--- src/rtl/branch_prediction_queue_if.sv ---
// Handshake bundle between fetch/EX (master) and the in-flight branch prediction queue (slave).
interface branch_prediction_queue_if #(
  parameter int PTR_W = 2
);
  logic             flush;
  logic             push_valid;
  logic             push_ready;
  logic             push_local;
  logic             push_global;
  logic             push_switch;
  logic             resolve_valid;
  logic             resolve_taken;
  logic             renew_valid;
  logic             renew_local_result;
  logic             renew_global_result;
  logic             renew_switch_result;
  logic             renew_result;
  logic             mispredict;
  logic             underflow;
  logic [PTR_W:0]   count;

  modport master (
    output flush, push_valid, push_local, push_global, push_switch,
           resolve_valid, resolve_taken,
    input  push_ready, renew_valid, renew_local_result, renew_global_result,
           renew_switch_result, renew_result, mispredict, underflow, count
  );

  modport slave (
    input  flush, push_valid, push_local, push_global, push_switch,
           resolve_valid, resolve_taken,
    output push_ready, renew_valid, renew_local_result, renew_global_result,
           renew_switch_result, renew_result, mispredict, underflow, count
  );
endinterface

--- src/rtl/branch_prediction_queue.sv ---
// In-order queue of {local, global, switch} predictions; each resolution pops the head,
// emits a registered renew strobe for the chooser and squashes wrong-path entries on mispredict.
module branch_prediction_queue #(
  parameter int DEPTH = 4,
  parameter int PTR_W = 2
) (
  input  logic                     clk,
  input  logic                     rst_n,
  branch_prediction_queue_if.slave bus
);

  localparam logic [PTR_W:0] FULL = (PTR_W+1)'(DEPTH);

  // Entry layout: [2] = local, [1] = global, [0] = switch
  logic [2:0] entry_mem [DEPTH];

  logic [PTR_W-1:0] wr_ptr_q, wr_ptr_d;
  logic [PTR_W-1:0] rd_ptr_q, rd_ptr_d;
  logic [PTR_W:0]   count_q, count_d;
  logic             renew_valid_q, renew_valid_d;
  logic             renew_local_q, renew_local_d;
  logic             renew_global_q, renew_global_d;
  logic             renew_switch_q, renew_switch_d;
  logic             renew_result_q, renew_result_d;
  logic             mispredict_q, mispredict_d;
  logic             underflow_q, underflow_d;

  logic       push_ready;
  logic       push_fire;
  logic       pop_fire;
  logic       head_pred;
  logic       pop_mis;
  logic [2:0] head;

  assign push_ready = (count_q != FULL);
  assign push_fire  = bus.push_valid && push_ready && !bus.flush;
  assign pop_fire   = bus.resolve_valid && (count_q != '0) && !bus.flush;
  assign head       = entry_mem[rd_ptr_q];
  assign head_pred  = head[0] ? head[1] : head[2];
  assign pop_mis    = pop_fire && (head_pred != bus.resolve_taken);

  // Storage has no reset; stale slots are never read because count gates every pop.
  always_ff @(posedge clk) begin
    if (push_fire) begin
      entry_mem[wr_ptr_q] <= {bus.push_local, bus.push_global, bus.push_switch};
    end
  end

  always_comb begin
    wr_ptr_d       = wr_ptr_q;
    rd_ptr_d       = rd_ptr_q;
    count_d        = count_q;
    renew_valid_d  = 1'b0;
    renew_local_d  = renew_local_q;
    renew_global_d = renew_global_q;
    renew_switch_d = renew_switch_q;
    renew_result_d = renew_result_q;
    mispredict_d   = 1'b0;
    underflow_d    = 1'b0;

    if (bus.flush) begin
      wr_ptr_d = rd_ptr_q;
      count_d  = '0;
    end else begin
      underflow_d = bus.resolve_valid && (count_q == '0);
      if (pop_fire) begin
        renew_valid_d  = 1'b1;
        renew_local_d  = head[2];
        renew_global_d = head[1];
        renew_switch_d = head[0];
        renew_result_d = bus.resolve_taken;
        mispredict_d   = pop_mis;
      end
      if (pop_mis) begin
        // Everything younger than the mispredicted branch is wrong-path, including a same-cycle push.
        rd_ptr_d = rd_ptr_q + 1'b1;
        wr_ptr_d = rd_ptr_q + 1'b1;
        count_d  = '0;
      end else begin
        if (push_fire) wr_ptr_d = wr_ptr_q + 1'b1;
        if (pop_fire)  rd_ptr_d = rd_ptr_q + 1'b1;
        case ({push_fire, pop_fire})
          2'b10:   count_d = count_q + 1'b1;
          2'b01:   count_d = count_q - 1'b1;
          default: count_d = count_q;
        endcase
      end
    end
  end

  always_ff @(posedge clk or negedge rst_n) begin
    if (!rst_n) begin
      wr_ptr_q       <= '0;
      rd_ptr_q       <= '0;
      count_q        <= '0;
      renew_valid_q  <= 1'b0;
      renew_local_q  <= 1'b0;
      renew_global_q <= 1'b0;
      renew_switch_q <= 1'b0;
      renew_result_q <= 1'b0;
      mispredict_q   <= 1'b0;
      underflow_q    <= 1'b0;
    end else begin
      wr_ptr_q       <= wr_ptr_d;
      rd_ptr_q       <= rd_ptr_d;
      count_q        <= count_d;
      renew_valid_q  <= renew_valid_d;
      renew_local_q  <= renew_local_d;
      renew_global_q <= renew_global_d;
      renew_switch_q <= renew_switch_d;
      renew_result_q <= renew_result_d;
      mispredict_q   <= mispredict_d;
      underflow_q    <= underflow_d;
    end
  end

  assign bus.push_ready          = push_ready;
  assign bus.renew_valid         = renew_valid_q;
  assign bus.renew_local_result  = renew_local_q;
  assign bus.renew_global_result = renew_global_q;
  assign bus.renew_switch_result = renew_switch_q;
  assign bus.renew_result        = renew_result_q;
  assign bus.mispredict          = mispredict_q;
  assign bus.underflow           = underflow_q;
  assign bus.count               = count_q;

endmodule

--- src/flat_wrapper.sv ---
// flat-port wrapper written by rule: the top's interface ports become plain ports
module branch_prediction_queue_flat 
#(
  parameter int DEPTH = 4,
  parameter int PTR_W = 2
)
  (clk, rst_n, bus_flush, bus_push_valid, bus_push_local, bus_push_global, bus_push_switch, bus_resolve_valid, bus_resolve_taken, bus_push_ready, bus_renew_valid, bus_renew_local_result, bus_renew_global_result, bus_renew_switch_result, bus_renew_result, bus_mispredict, bus_underflow, bus_count);
  branch_prediction_queue_if #(.PTR_W(PTR_W)) bus_i ();
  input  logic clk;
  input  logic rst_n;
  input wire logic [$bits(bus_i.flush)-1:0] bus_flush;
  input wire logic [$bits(bus_i.push_valid)-1:0] bus_push_valid;
  input wire logic [$bits(bus_i.push_local)-1:0] bus_push_local;
  input wire logic [$bits(bus_i.push_global)-1:0] bus_push_global;
  input wire logic [$bits(bus_i.push_switch)-1:0] bus_push_switch;
  input wire logic [$bits(bus_i.resolve_valid)-1:0] bus_resolve_valid;
  input wire logic [$bits(bus_i.resolve_taken)-1:0] bus_resolve_taken;
  output wire logic [$bits(bus_i.push_ready)-1:0] bus_push_ready;
  output wire logic [$bits(bus_i.renew_valid)-1:0] bus_renew_valid;
  output wire logic [$bits(bus_i.renew_local_result)-1:0] bus_renew_local_result;
  output wire logic [$bits(bus_i.renew_global_result)-1:0] bus_renew_global_result;
  output wire logic [$bits(bus_i.renew_switch_result)-1:0] bus_renew_switch_result;
  output wire logic [$bits(bus_i.renew_result)-1:0] bus_renew_result;
  output wire logic [$bits(bus_i.mispredict)-1:0] bus_mispredict;
  output wire logic [$bits(bus_i.underflow)-1:0] bus_underflow;
  output wire logic [$bits(bus_i.count)-1:0] bus_count;
  assign bus_i.flush = bus_flush;
  assign bus_i.push_valid = bus_push_valid;
  assign bus_i.push_local = bus_push_local;
  assign bus_i.push_global = bus_push_global;
  assign bus_i.push_switch = bus_push_switch;
  assign bus_i.resolve_valid = bus_resolve_valid;
  assign bus_i.resolve_taken = bus_resolve_taken;
  assign bus_push_ready = bus_i.push_ready;
  assign bus_renew_valid = bus_i.renew_valid;
  assign bus_renew_local_result = bus_i.renew_local_result;
  assign bus_renew_global_result = bus_i.renew_global_result;
  assign bus_renew_switch_result = bus_i.renew_switch_result;
  assign bus_renew_result = bus_i.renew_result;
  assign bus_mispredict = bus_i.mispredict;
  assign bus_underflow = bus_i.underflow;
  assign bus_count = bus_i.count;
  branch_prediction_queue #(.DEPTH(DEPTH), .PTR_W(PTR_W)) u_core (.clk(clk), .rst_n(rst_n), .bus(bus_i));
endmodule
--- config.mk ---
export PLATFORM = sky130hd
export DESIGN_NAME = branch_prediction_queue_flat
export DESIGN_NICKNAME = d
export VERILOG_FILES = /design/src/rtl/branch_prediction_queue_if.sv /design/src/rtl/branch_prediction_queue.sv /design/src/flat_wrapper.sv
export SDC_FILE = /design/constraint.sdc
export NUM_CORES = 1
export LEC_CHECK = 0
export ABC_AREA = 1
export BUFFER_PORTS_ARGS = -buffer_cell sky130_fd_sc_hd__buf_4
export CAP_MARGIN = 10
export CORE_ASPECT_RATIO = 1.75
export CORE_MARGIN = 8
export CORE_UTILIZATION = 55
export CTS_CLUSTER_SIZE = 10
export DETAILED_ROUTE_END_ITERATION = 6
export GPL_TIMING_DRIVEN = 0
export PLACE_DENSITY = 0.8
export SLEW_MARGIN = 20
export SYNTH_ARGS = -nofsm -noshare
export SYNTH_HDL_FRONTEND = slang
export SYNTH_SLANG_ARGS = --single-unit
--- constraint.sdc ---
create_clock -name clk -period 2.3 [get_ports clk]
set_input_delay 0.23 -clock clk [delete_from_list [all_inputs] [get_ports clk]]
set_output_delay 0.23 -clock clk [all_outputs]
set_load 0.02 [all_outputs]
* Word level (Yosys, flattened, before mapping)
Memory sizes are Yosys's and may differ from the RTL's.
Cells that the tools add are included.
** Storage, ports and cells
- Flip-flop bits (word level) :: 14
- Memory bits (writable) :: 12
- Input port bits :: 9
- Output and inout port bits :: 11
- Word-level logic and storage cells :: 50
- Memories :: 1
** Cells by class
- Add/sub/neg operators :: 4
- Eq/ne operators :: 4
- Muxes and demuxes :: 16
- Bitwise gates (word level) :: 1
- Reductions and logical operators :: 14
** Memory list
- u_core.entry_mem :: depth 4, width 3, rd ports 1, clocked after Yosys merged registers in 0, wr ports 1, RTL line branch_prediction_queue.sv:15 : logic [2:0] entry_mem [DEPTH];
** Operators with widths (number)
- 2-to-1 mux 2 bit :: 5
- 2-to-1 mux 1 bit :: 8
- logical AND 1 bit :: 6
- 2-to-1 mux 3 bit :: 2
- one-hot mux 3 bit (2 select lines) :: 1
- nonzero test 3 bit :: 2
- adder 2 x 1 -> 2 bit, second input constant :: 2
- AND reduction 2 bit :: 2
- nonzero test 4 bit :: 1
- adder 3 x 1 -> 3 bit, second input constant :: 1
- zero test 3 bit :: 1
- inequality test 3 bit, second input constant :: 1
- subtractor 3 x 1 -> 3 bit, second input constant :: 1
- == test 2 x 1 -> 1 bit, second input constant :: 1
- == test 2 bit, second input constant :: 1
- nonzero test 2 bit :: 1
- zero test 1 bit :: 1
- inequality test 1 bit :: 1
- inverter 1 bit :: 1

* Logic depth before layout (Yosys ltp)
- Word-level depth :: 7
- Depth in mapped cells :: 13
- Depth with buffers taken out :: 12

* Worst setup path before layout
No wires, ideal clock.
- Path type :: reg-to-reg
- From :: register u_core.count_q[0], in the netlist u_core.bus.count[0]
- To :: register u_core.count_q[2], in the netlist u_core.bus.count[2]
- Setup time :: 0.118 ns
- Arrival :: 1.942 ns
- Data required time :: 2.182 ns
- Slack :: 0.241 ns
- Cell stages (with the launch flop) :: 12
- Path buffers :: 0
- Period minus slack after synthesis :: 2.059 ns
- Cells stage by stage :: dfrtp_1 -> nor2_1 -> nand2_1 -> nand3_2 -> nand2_2 -> inv_2 -> fa_1 -> xor2_1 -> nand2_1 -> o21ai_0 -> a21oi_1 -> nor2_1
** Between the ends
- Longest elaborated chain between the ends :: 7
- Elaborated cells on any way between the ends :: 15
- Those cells by class :: add/sub: 2; eq/ne: 3; mux: 3; reduce/logical: 7
** Ends and longest elaborated chain
- from (decl) :: RTL line branch_prediction_queue.sv:19 : logic [PTR_W:0] count_q, count_d;
- from (signal assigned) :: RTL line branch_prediction_queue.sv:106 : count_q <= count_d;
- inequality test 3 bit (*) :: RTL line branch_prediction_queue.sv:35 : assign push_ready = (count_q != FULL);
- named net bus_push_ready :: RTL line flat_wrapper.sv:18 : output wire logic [$bits(bus_i.push_ready)-1:0] bus_push_ready;
- logical AND 1 bit (*) (2 in series) :: RTL line branch_prediction_queue.sv:36 : assign push_fire = bus.push_valid && push_ready && !bus.flush;
- == test 2 x 1 -> 1 bit / == test 2 bit (equally long branches) :: RTL line branch_prediction_queue.sv:82 : case ({push_fire, pop_fire})
- one-hot mux 3 bit (2 select lines) :: RTL line branch_prediction_queue.sv:82
- 2-to-1 mux 3 bit :: RTL line branch_prediction_queue.sv:74 : if (pop_mis) begin
- 2-to-1 mux 3 bit :: RTL line branch_prediction_queue.sv:61 : if (bus.flush) begin
The timed path passes the listed nets; every way through them passes the cells marked *.
A chain may end at the register's enable or synchronous reset.

* Final worst setup path
- From :: register u_core.count_q[0], in the netlist u_core.bus.count[0]
- To :: register u_core.count_q[2], in the netlist u_core.bus.count[2]
** Between the ends
- Longest elaborated chain between the ends :: 7
- Elaborated cells on any way between the ends :: 15
- Those cells by class :: add/sub: 2; eq/ne: 3; mux: 3; reduce/logical: 7
** Ends and longest elaborated chain (RTL line)
- inequality test 3 bit / nonzero test 3 bit (equally long branches) :: branch_prediction_queue.sv:35, branch_prediction_queue.sv:37
- logical AND 1 bit, on equally long branches (2 in series) :: branch_prediction_queue.sv:36, branch_prediction_queue.sv:37
- == test 2 x 1 -> 1 bit / == test 2 bit (equally long branches) :: branch_prediction_queue.sv:82
- one-hot mux 3 bit (2 select lines) :: branch_prediction_queue.sv:82
- 2-to-1 mux 3 bit :: branch_prediction_queue.sv:74
- 2-to-1 mux 3 bit :: branch_prediction_queue.sv:61
Several ways; a longest one is shown, not always the timed one.

==> out/results.txt <==
Fin Clk Skew -> 3.16 ps
Max-cap viol count -> 0
Slowest cell on the critical path -> dfrtp_1
Fraction of registers with async set or reset after synthesis -> 53.8%
Width of the die -> 53.2 µm
Worst skew pair latency -> 270 ps
Worst hold slack -> 147 ps
Gate family responsible for the most delay along the worst path -> simple AND/OR/NAND/NOR gates
Dominant cell by count in the synthesized netlist -> nand2_1
Setup TNS -> 0 ps
DP Area -> 1500 µm²
Worst-Margin Slew -> 390 ps
Hold Path Origin -> bus_push_global
RSZ-0062 raised after global routing -> no
WL/cell -> 13.1 µm
Post-synth EDFFs -> 12
Min cycle time layout -> 1950 ps
Final setup vio count -> 0
Worst Setup SP -> u_core.bus.count[0]
Cell Area, Synth -> 1330 µm²
CORE AREA -> 2300 µm²
Vias per std cell -> 5.11
Synthesized area per cell -> 9.11 µm²
Antenna Violating Nets Remaining -> 0
Required time of the critical path -> 2470 ps
CP Cell Sequence -> nor2_1 -> nand2_1 -> nand3_2 -> nand2_2 -> inv_2 -> fa_1 -> xor2_1 -> nand2_1 -> o21ai_0 -> a21oi_1 -> nor2_1
PortBufs -> 19
Placer congestion estimate -> 0.811
Worst vdd ir -> 0.000614 V
Fin crit share -> 84.6%
Reg2reg start -> u_core.bus.count[0]
Post-CTS Setup Repair Bufs -> 0
Cell count after synthesis -> 146
Routed vias -> 996
DIE AREA -> 4310 µm²
Clk slew on worst S/H paths -> 90 ps
Io pins -> 20
Headroom to the max-slew limit -> 73.9%
Data arrival, critical path -> 2120 ps
Htree depth -> 1
Initial core utilization -> 57.8%
Final nets -> 185
DRC -> 0
Run status -> finished, final reports clean
Bufs on Longest Clock Path -> 2
Sequential share of the synthesized area -> 53.4%
Fraction of layout cells with a size suffix above 1 -> 22.4%
CP Launch Type -> register
Clock network fraction of total power -> 22.4%
Cell-internal power -> 0.00107 W
CP max stage delay -> 480 ps
Sw frac -> 36.5%
Top FF cell, synth -> dfrtp_1
Yosys cell types -> 24
Synth top cells by count -> nand2_1 (36), inv_1 (28), dfrtp_1 (14)
Sink Count -> 26
WL final -> 2560 µm
P_sw -> 0.000612 W
Yosys warning count -> 0
CTS Root Cell -> clkbuf_8
Pwr dens -> 1060 nW/µm²
Area growth syn-to-layout -> 19.2%
Crit path kind -> reg -> reg
Vias in the first global route -> 1044
Final hold violation count -> 0
Initial antenna violation count -> 0
Yosys top cell by area -> edfxtp_1
Height of the die -> 81.1 µm
Synth top area cells -> edfxtp_1 (27%), dfrtp_1 (26%), nand2_1 (10%)
Pins Over Slew Limit -> 0
Gate power share -> 39.6%
First-pass GRT wire length -> 4440 µm
Setup crit end kind -> register
Reg power frac -> 38.0%
CTS tree -> done
Grt total ovfl -> 0
Share of the synthesized area in the top cell type -> 27.1%
WP buf/inv -> 1
Row count -> 23
Largest net degree at the start of global routing -> 16
Num CTS Buffers -> 3
Leakage -> 0.825 nW
F_max -> 514 MHz
Hpwl dp -> 2050 µm
Synth Register Bits -> 26
1st-pass router iterations -> 4
Net Count, Synth -> 160
Design area -> 1590 µm²
Tot GR Track Use -> 13.6%
Worst-path fanout max -> 8
ANT cells -> 0
Drt initial violations -> 29
Hold WC Path Type -> in -> reg
[power by group through the flow]
stage | Combinational [W] | Clock (W) | Sequential, W
3_3_place_gp | 0.000637 | 0 | 0.000640
3_5_place_dp | 0.000665 | 0 | 0.000645
6_report | 0.000665 | 0.000376 | 0.000637
4_1_cts | 0.000671 | 0.000384 | 0.000637
5_1_grt | 0.000749 | 0.000405 | 0.000650
2_1_floorplan | 0.000425 | 0 | 0.000689
[metrics by stage]
step | util, % | worst slack (ps) | cells | total power, W
floorplan | - | 241 | 146 | 0.00111
global placement | 65.3 | 410 | 190 | 0.00128
detailed placement | 65.3 | 359 | 190 | 0.00131
CTS | 68.9 | 340 | 195 | 0.00169
global route | 68.9 | 149 | 195 | 0.00180
finish | 68.9 | 354 | 195 | 0.00168
[repair_timing]
action                    in CTS  in global routing
hold endpoints to repair      14                  0
hold buffers                   1                  0
gates resized for setup        0                  0
[state kept, by name, indices dropped and copies added (netlist names)]
| signal | cells |
|---|---|
| u_core.entry_mem | 12 |
| u_core.bus.underflow | 1 |
| u_core.rd_ptr_q | 2 |
| u_core.bus.renew_local_result | 1 |
| u_core.bus.renew_switch_result | 1 |
| u_core.bus.mispredict | 1 |
| u_core.bus.renew_result | 1 |
| u_core.bus.count | 3 |
| u_core.bus.renew_valid | 1 |
| u_core.bus.renew_global_result | 1 |
| u_core.wr_ptr_q | 2 |
[logic make-up (layout without fill, tap and decap cells)]
kind of cell / count (synthesis) / in the layout / share of synthesized area [%]
AOI/OAI and AO/OA: 10 / 10 / 3.76
adders and majority gates: 5 / 5 / 5.27
buffers and inverters: 34 / 58 / 10.4
xor gates and xnor gates: 3 / 3 / 1.98
and+or+nand+nor: 68 / 68 / 25.1
DFF: 26 / 26 / 53.4
[worst register-to-register path, stage by stage, from the launching register on]
cell and delay (ps):
dfrtp_1 480, nor2_1 80, nand2_1 90, nand3_2 170
nand2_2 140, inv_2 50, fa_1 360, xor2_1 160
nand2_1 70, o21ai_0 70, a21oi_1 130, nor2_1 50
[layout by cell type (no fill, tap or decap), types with 2 or more instances in the layout]
cell      count
nand4_1       3
nand2_2       2
nand3_2       5
inv_2         2
clkbuf_8      3
nand2_1      36
o21ai_0       6
edfxtp_1     12
inv_1        28
nor2_1        9
a21oi_1       4
dfrtp_1      14
xor2_1        2
ha_1          4
nand3_1       9
buf_4        19
[cell type report]
| type | instances | area, µm² |
|---|---|---|
| Sequential cell | 26 | 711 |
| Timing Repair Buffer | 20 | 153 |
| Buffer | 2 | 16.3 |
| Fill cell | 186 | 717 |
| Clock buffer | 3 | 41.3 |
| Clock inverter | 1 | 30.0 |
| Inverter | 32 | 123 |
| Multi-Input combinational cell | 86 | 480 |
| Tap cell | 25 | 31.3 |
[routing by layer]
layer	global-route usage, %	vias up	part of all wire [%]
met5	0	-	0
met4	6.85	0	2.3
met3	2.38	5	4.0
met2	24.9	22	57
met1	14.0	467	37
li1	-	502	-
[final timing paths]
| kind | to | slack, ps | cells past startpoint |
|---|---|---|---|
| worst min-delay path | u_core.entry_mem[2][1] | 150 | 1 |
| worst min register to register | u_core.bus.renew_result | 500 | 2 |
| worst max-delay path | u_core.bus.count[2] | 350 | 11 |
| min in group asynchronous | u_core.bus.renew_global_result | 340 | 2 |
| worst max register to register | u_core.bus.count[2] | 350 | 11 |
| max in group asynchronous | u_core.bus.underflow | 1790 | 2 |
Note: power is estimated with default switching activity, not from simulation.
